File: config.mk
export PLATFORM = sky130hd
export DESIGN_NAME = alu_chain_ctrl
export DESIGN_NICKNAME = d
export VERILOG_FILES = /design/src/rtl/alu_chain_ctrl.sv
export SDC_FILE = /design/constraint.sdc
export NUM_CORES = 1
export LEC_CHECK = 0
export CAP_MARGIN = 30
export CORE_MARGIN = 10
export CORE_UTILIZATION = 43
export CTS_BUF_LIST = sky130_fd_sc_hd__clkbuf_16
export CTS_CLUSTER_SIZE = 16
export DETAILED_ROUTE_END_ITERATION = 8
export PLACE_DENSITY = 0.75
export SKIP_CTS_REPAIR_TIMING = 1
export SYNTH_ARGS = -nofsm -noshare
export SYNTH_HDL_FRONTEND = slang
export SYNTH_SLANG_ARGS = --single-unit
File: constraint.sdc
create_clock -name clk -period 1.8 [get_ports clk]
set_input_delay 0.36 -clock clk [delete_from_list [all_inputs] [get_ports clk]]
set_output_delay 0.36 -clock clk [all_outputs]
set_load 0.05 [all_outputs]
File: src/rtl/alu_chain_ctrl.sv
`timescale 1ns/1ps
// Wide-operation initiator for the registered 16-bit ALU: issues WORDS slices
// LSB first, chains carry/borrow through alu_cout, and returns the assembled result.
//
// Handshakes: a transfer happens on a rising clk edge where valid & ready are both
// high. req_ready is high only in IDLE. rsp_valid is high only in RESP, and rsp_y and
// rsp_cout stay stable until rsp_ready is seen.
module alu_chain_ctrl #(
  parameter int WORDS = 4,
  localparam int W = 16 * WORDS,
  localparam int KW = $clog2(WORDS)
) (
  input  logic          clk,
  input  logic          reset_n,
  input  logic          req_valid,
  output logic          req_ready,
  input  logic [2:0]    req_op,
  input  logic          req_cin,
  input  logic [W-1:0]  req_a,
  input  logic [W-1:0]  req_b,
  output logic          rsp_valid,
  input  logic          rsp_ready,
  output logic [W-1:0]  rsp_y,
  output logic          rsp_cout,
  output logic          busy,
  output logic [3:0]    alu_op_code,
  output logic [15:0]   alu_a,
  output logic [15:0]   alu_b,
  output logic          alu_cin,
  input  logic [15:0]   alu_y,
  input  logic          alu_cout,
  output logic [1:0]    dbg_state,
  output logic [KW-1:0] dbg_slice
);

  typedef enum logic [1:0] {
    S_IDLE  = 2'd0,
    S_ISSUE = 2'd1,
    S_DRAIN = 2'd2,
    S_RESP  = 2'd3
  } state_t;

  localparam logic [2:0] OP_PASS = 3'b000;
  localparam logic [2:0] OP_ADD  = 3'b001;
  localparam logic [2:0] OP_ADDC = 3'b010;
  localparam logic [2:0] OP_SUB  = 3'b011;
  localparam logic [2:0] OP_SUBB = 3'b100;
  localparam logic [2:0] OP_OR   = 3'b101;
  localparam logic [2:0] OP_XOR  = 3'b110;
  localparam logic [2:0] OP_AND  = 3'b111;

  state_t          state_q;
  state_t          state_d;
  logic [KW-1:0]   k_q;
  logic [2:0]      op_q;
  logic            cin_q;
  logic [W-17:0]   a_sh;
  logic [W-17:0]   b_sh;
  logic            accept;
  logic            last_slice;
  logic            arith_q;
  logic            cin_op_q;

  // Upper slices of ADD/SUB switch to the carry/borrow-consuming ALU opcode.
  function automatic logic [3:0] slice_code(input logic [2:0] op, input logic first);
    logic [3:0] code;
    code = 4'b0000;
    case (op)
      OP_PASS: code = 4'b0000;
      OP_ADD:  code = first ? 4'b0001 : 4'b0010;
      OP_ADDC: code = 4'b0010;
      OP_SUB:  code = first ? 4'b0011 : 4'b0100;
      OP_SUBB: code = 4'b0100;
      OP_OR:   code = 4'b1000;
      OP_XOR:  code = 4'b1001;
      OP_AND:  code = 4'b1010;
      default: code = 4'b0000;
    endcase
    return code;
  endfunction

  assign arith_q    = (op_q == OP_ADD) || (op_q == OP_ADDC) ||
                      (op_q == OP_SUB) || (op_q == OP_SUBB);
  assign cin_op_q   = (op_q == OP_ADDC) || (op_q == OP_SUBB);
  assign last_slice = (k_q == KW'(WORDS - 1));
  assign dbg_state  = state_q;
  assign dbg_slice  = k_q;

  always_ff @(posedge clk or negedge reset_n) begin
    if (!reset_n) begin
      state_q <= S_IDLE;
    end else begin
      state_q <= state_d;
    end
  end

  always_comb begin
    state_d   = state_q;
    req_ready = (state_q == S_IDLE);
    busy      = (state_q != S_IDLE);
    rsp_valid = (state_q == S_RESP);
    accept    = req_valid && (state_q == S_IDLE);
    alu_cin   = 1'b0;
    case (state_q)
      S_IDLE: begin
        if (accept) state_d = S_ISSUE;
      end
      S_ISSUE: begin
        // Slice 0 takes the latched carry-in; later slices take the ALU's own carry out.
        if (k_q == '0) alu_cin = cin_op_q && cin_q;
        else           alu_cin = arith_q && alu_cout;
        if (last_slice) state_d = S_DRAIN;
      end
      S_DRAIN: begin
        state_d = S_RESP;
      end
      S_RESP: begin
        if (rsp_ready) state_d = S_IDLE;
      end
      default: state_d = S_IDLE;
    endcase
  end

  always_ff @(posedge clk or negedge reset_n) begin
    if (!reset_n) begin
      k_q         <= '0;
      op_q        <= OP_PASS;
      cin_q       <= 1'b0;
      a_sh        <= '0;
      b_sh        <= '0;
      alu_op_code <= 4'b0000;
      alu_a       <= 16'h0000;
      alu_b       <= 16'h0000;
      rsp_y       <= '0;
      rsp_cout    <= 1'b0;
    end else begin
      case (state_q)
        S_IDLE: begin
          if (accept) begin
            op_q        <= req_op;
            cin_q       <= req_cin;
            k_q         <= '0;
            alu_op_code <= slice_code(req_op, 1'b1);
            alu_a       <= req_a[15:0];
            alu_b       <= req_b[15:0];
            a_sh        <= req_a[W-1:16];
            b_sh        <= req_b[W-1:16];
          end
        end
        S_ISSUE: begin
          // alu_y now holds the result of the slice issued one edge earlier.
          for (int i = 0; i < WORDS - 1; i++) begin
            if (k_q == KW'(i + 1)) rsp_y[16*i +: 16] <= alu_y;
          end
          if (last_slice) begin
            alu_op_code <= 4'b0000;
            alu_a       <= 16'h0000;
            alu_b       <= 16'h0000;
          end else begin
            k_q         <= k_q + KW'(1);
            alu_op_code <= slice_code(op_q, 1'b0);
            alu_a       <= a_sh[15:0];
            alu_b       <= b_sh[15:0];
            a_sh        <= a_sh >> 16;
            b_sh        <= b_sh >> 16;
          end
        end
        S_DRAIN: begin
          rsp_y[W-1 -: 16] <= alu_y;
          rsp_cout         <= arith_q && alu_cout;
        end
        default: begin
        end
      endcase
    end
  end

endmodule
# After elaboration in Yosys (flattened, before gate mapping)
# Memories as Yosys holds them, arrays and structs flattened.
# Index checks and enable logic that the tools add are counted.
totals:
  word_cells: 73
  n_memories: 2
  mem_bits_ro: 64
  in_bits: 153
  regBits: 205
  output_inout_bits: 109
op_classes:
  mux: 24
  addsub: 1
  eq_ne: 14
  reduce_logical: 18
memory_table:
  columns: ["name", "depth", "word_bits", "read_ports", "rd_ports_with_merged_regs", "wr", "line_no", "rtl"]
  rows:
  - ["(name not given)", 8, 4, 1, 0, 0, "68", "case (op)"]
  - ["(name not given)", 8, 4, 1, 0, 0, "68", null]
op_table:
  columns: ["cell", "count"]
  rows:
  - ["$mux 48", 4]
  - ["$pmux 48 s2", 2]
  - ["$mux 16", 4]
  - ["$pmux 16 s2", 2]
  - ["$mux 2", 5]
  - ["$reduce_and 2->1", 5]
  - ["$eq 2x2->1 const B", 4]
  - ["$mux 4", 2]
  - ["$pmux 2 s4", 1]
  - ["$pmux 4 s2", 1]
  - ["$eq 3x2->1 const B", 2]
  - ["$reduce_and 3->1", 2]
  - ["$eq 2x1->1 const B", 2]
  - ["$logic_not 2->1", 2]
  - ["$logic_or 1x1->1", 4]
  - ["$ne 2x1->1 const B", 2]
  - ["$ne 2x2->1 const B", 2]
  - ["$pmux 2 s2", 1]
  - ["$reduce_bool 2->1", 2]
  - ["$eq 3x1->1 const B", 1]
  - ["$eq 3x3->1 const B", 1]
  - ["$logic_and 1x1->1", 3]
  - ["$add 2x1->2 const B", 1]
  - ["$mux 1", 2]

# Logic depth before layout (Yosys ltp)
depth:
  ltp_word: 7
  depth_mapped: 9
  ltp_nobuf: 5

# Worst setup path after synthesis
# OpenSTA, ideal clock, no wires.
synth_timing:
  kind: "reg2out"
  start: "register state_q[0] (netlist: dbg_state[0])"
  end: "output port alu_cin"
  path_stages_with_launch: 6
  arrival_time_ns: 2.186
  path_buffers: 2
  required_ns: 1.440
  setup_slack_ns: -0.746
  cell_sequence: "dfrtp_1 ha_1 buf_4 inv_2 clkbuf_1 a21oi_1"
synth_via:
  elab_chain_cells: 2
synth_rtl:
  columns: ["element", "line_no", "rtl"]
  rows:
  - ["start, declared", "52", "state_t state_q;"]
  - ["start signal, assigned", "93", "state_q <= state_d;"]
  - ["$eq 2x1->1", "104", "case (state_q)"]
  - ["$mux 1", "104", null]
  - ["end, declared", "29", "output logic alu_cin,"]
# Every way passes these cells.

# Final worst setup path
layout_timing:
  start: "register op_q[0]"
  end: "output port alu_cin"
layout_via:
  elab_chain_cells: 7
  word_cells_on_any_way: 12
  cone_classes: "4 x eq/ne; 2 x mux; 6 x reduce/logical"
layout_rtl:
  columns: ["element", "line_no", "rtl"]
  rows:
  - ["start, declared", "55", "logic [2:0] op_q;"]
  - ["start signal, assigned", "140", "op_q <= req_op;"]
  - ["$eq 3x1->1 or $eq 3x2->1 (tied branches)", "82, 84", null]
  - ["$logic_or 1x1->1 (2 in series)", "82", "assign arith_q = (op_q == OP_ADD) || (op_q == OP_ADDC) ||"]
  - ["$logic_or 1x1->1", "83", "(op_q == OP_SUB) || (op_q == OP_SUBB);"]
  - ["$logic_and 1x1->1", "111", "else alu_cin = arith_q && alu_cout;"]
  - ["$mux 1 *", "110", "if (k_q == '0) alu_cin = cin_op_q && cin_q;"]
  - ["$mux 1 *", "104", null]
# Every way passes the cells marked *; elsewhere a longest branch is shown, timed or not.

==> metrics.md <==
| Metric | Value |
|---|---|
| CP endpoint kind | output port |
| Via Count | 7218 |
| CTS tree | built |
| Total power | 33.3 mW |
| Initial core utilization | 0.437 |
| CTS Buffer Depth | 3 |
| DP Area | 11900 µm² |
| Run status | complete, but fails checks |
| Final WS setup | -0.640 ns |
| Relative max-transition margin | 0.640 |
| Routed len/inst | 22.5 µm |
| F_max | 410 MHz |
| Final ANT Viol Nets | 0 |
| Crit-path leading delay family | simple AND/OR/NAND/NOR gates |
| GPL Wtd Cong | 0.807 |
| Pins Over Slew Limit | 0 |
| Final Cycle Share | 1.36 |
| CP max stage delay | 0.44 ns |
| Post-synth ARST share | 1.00 |
| Root Buffer | clkbuf_16 |
| Post-Synthesis Net Count | 889 |
| Std cell rows | 52 |
| Bufs and invs on worst path | 2 |
| Syn Area/Cell | 12.2 µm² |
| Core area | 20200 µm² |
| Failing checks | setup timing |
| Crit path launch type | flop |
| Layout cells sized above 1 | 0.445 |
| All-Layer GR Usage | 0.184 |
| Cells after Synth | 723 |
| Power per Cell Area | 2340 nW/µm² |
| Worst-Skew Late Latency | 0.51 ns |
| Critical Path AT | 2.08 ns |
| Lkg Pwr | 5.98 nW |
| Iteration count of the initial detailed-routing pass | 4 |
| Worst path cell trace | buf_4 > ha_2 > or4_4 > nand4b_1 > a21oi_4 > buf_12 |
| Count leader, synth | dfrtp_1 |
| Number of synthesized register bits | 205 |
| Num CTS Buffers | 22 |
| Layer with the highest usage | met2 |
| Drt drc | 0 |
| Setup Skew | 0.0141 ns |
| # nets final | 1207 |
| Placed cells | 1242 |
| Vias/cell | 5.44 |
| Global-route wire length before repair | 40.0 mm |
| Synthesized area | 8850 µm² |
| YS warnings | 0 |
| Die Y | 163 µm |
| Vias in the first global route | 7292 |
| Max VDD drop | 0.00114 V |
| H-Tree Depth | 1 |
| RSZ-0062 raised after global routing | true |
| Post-DP HPWL | 18.7 mm |
| Fin area | 14300 µm² |
| Final Hold Viols | 0 |
| Detailed Route WL | 29.9 mm |
| Final min period | 2.44 ns |
| # IOs | 262 |
| Met3 usage in global routing | 0.0589 |
| Met1 Use GR | 0.232 |
| Synth cell types | 36 |
| Largest net degree at the start of global routing | 65 |
| Worst Path Required | 1.44 ns |
| Top_reg_cell synth | dfrtp_1 |
| GR Util met2 | 0.298 |
| Post-synth EDFFs | 0 |
| Final Setup Violations | 135 |
| Input/output buffers | 261 |
| Die Span X | 163 µm |
| Commonest cells post-synth | dfrtp_1 (205), a21oi_1 (131), mux2_2 (71), mux2i_1 (66), nor2_1 (66) |
| Clock sink count | 205 |
| Post-synth top area share | 0.580 |
| Top cells by area, synth | dfrtp_1 (58%), mux2_2 (9.0%), mux2i_1 (7.5%), a21oi_1 (7.4%), a22o_1 (3.3%) |
| Sequential area share after synthesis | 0.580 |
| Synth area leader | dfrtp_1 |
| Initial antenna violation count | 2 |
| Crit-path max FO | 3 |
| Iteration-0 DRC Markers | 368 |
| Worst hold path class | in2async |
| GR Overflow Total | 0 |
| Clk slew on worst S/H paths | 0.06 ns |
| Die ar. | 26700 µm² |
| Area Overhead vs Synth | 61.2% |
| Non-filler cells, final | 1328 |
| Critical path's slowest cell | dfrtp_2 |
| Worst-margin pin slew | 0.541 ns |
| # Max-Cap Violations | 0 |
| WS Path Type | reg2out |
[worst paths after layout]
check                                              start                    end  slack [ns]  cells after the start
worst min register to register     rsp_y[26]$_DFFE_PN0P_  rsp_y[26]$_DFFE_PN0P_        0.51                      1
max in group asynchronous                        reset_n  rsp_y[55]$_DFFE_PN0P_        0.74                      3
min in group clk                               req_b[61]   b_sh[45]$_DFFE_PN0P_        0.45                      2
worst max-delay path                 op_q[0]$_DFFE_PN0P_                alu_cin       -0.64                      6
worst max register to register  dbg_state[0]$_DFFE_PN0P_   b_sh[12]$_DFFE_PN0P_       -0.17                      9
worst min-delay path                             reset_n  rsp_y[60]$_DFFE_PN0P_        0.41                      2
[routing by layer]
metal / share of wire / routed length (µm)
met1: 0.41 / 12200
met2: 0.49 / 14600
met3: 0.076 / 2270
met4: 0.024 / 721
met5: 0 / 0
[logic make-up (layout without fill, tap and decap cells)]
kind of cell | Yosys count | in the layout | synth area share
multiplexers | 138 | 140 | 0.167
buffers and inverters | 66 | 398 | 0.0406
flip-flops | 205 | 205 | 0.580
adder cells (fa/ha/maj) | 13 | 13 | 0.0184
other | 0 | 1 | 0
AND/OR/NAND/NOR | 91 | 91 | 0.0450
AO/OA/AOI/OAI | 210 | 210 | 0.150
[worst reg2reg max path: cells and delay by family, from the launching register on]
family,cells,cell delay [ns]
AOI/OAI and AO/OA,2,0.18
muxes,1,0.39
adders and majority gates,1,0.18
buffers and inverters,5,0.65
DFF,1,0.44
[final cells by class]
type | instances | area (µm²)
diodes | 1 | 2.50
multi-input cells | 454 | 4230
fillers | 1393 | 5970
repair buffers | 349 | 3720
flip-flops and latches | 205 | 5140
inverters | 9 | 36.3
well taps | 270 | 338
clock inverters | 17 | 231
clock buffers | 23 | 576
[through the flow]
step / util / setup WS [ns] / hold WS [ns] / setup TNS (ns)
floorplan: - / -0.134 / 0.0644 / -10.37
global placement: 0.588 / -0.0919 / 0.385 / -0.0919
detailed placement: 0.588 / -0.170 / 0.390 / -0.189
CTS: 0.627 / -0.710 / -0.148 / -0.934
global route: 0.705 / -0.696 / 0.444 / -17.18
finish: 0.705 / -0.640 / 0.409 / -9.32
[power breakdown]
| part | switching (mW) | internal [mW] | total (mW) |
|---|---|---|---|
| Sequential | 1.67 | 7.02 | 8.68 |
| Combinational | 11.2 | 8.38 | 19.6 |
| Clock | 1.88 | 3.17 | 5.05 |
[registers in the layout, indices dropped and copies added, names as in the netlist]
| signal | cells |
|---|---|
| dbg_slice | 2 |
| dbg_state | 2 |
| op_q | 3 |
| alu_op_code | 4 |
| a_sh | 48 |
| rsp_cout | 1 |
| rsp_y | 64 |
| alu_b | 16 |
| alu_a | 16 |
| b_sh | 48 |
| cin_q | 1 |
[cells in the final DEF (no fill, tap or decap), types with 3 or more instances in the layout]
master,Yosys,final
a21oi_2,1,75
nand2_2,3,3
buf_8,0,4
buf_4,5,137
buf_6,7,10
a221oi_1,32,11
inv_2,1,4
nor2_2,0,17
mux2_4,1,3
dfrtp_2,0,5
nor2_4,0,6
ha_4,0,4
clkinv_2,0,5
nand2_1,5,3
bufinv_16,0,6
a221oi_2,0,20
ha_1,13,7
nand2b_1,4,4
clkinv_1,0,3
nor2b_1,4,3
clkbuf_16,0,38
buf_12,0,29
mux2_2,71,71
mux2i_1,66,65
dfrtp_1,205,200
a21oi_4,0,19
a22o_1,33,33
o21ai_0,5,3
nor2_1,66,43
inv_1,8,6
a21oi_1,131,38
clkdlybuf4s50_1,0,151
No activity file was read; power rests on OpenSTA's default activity.
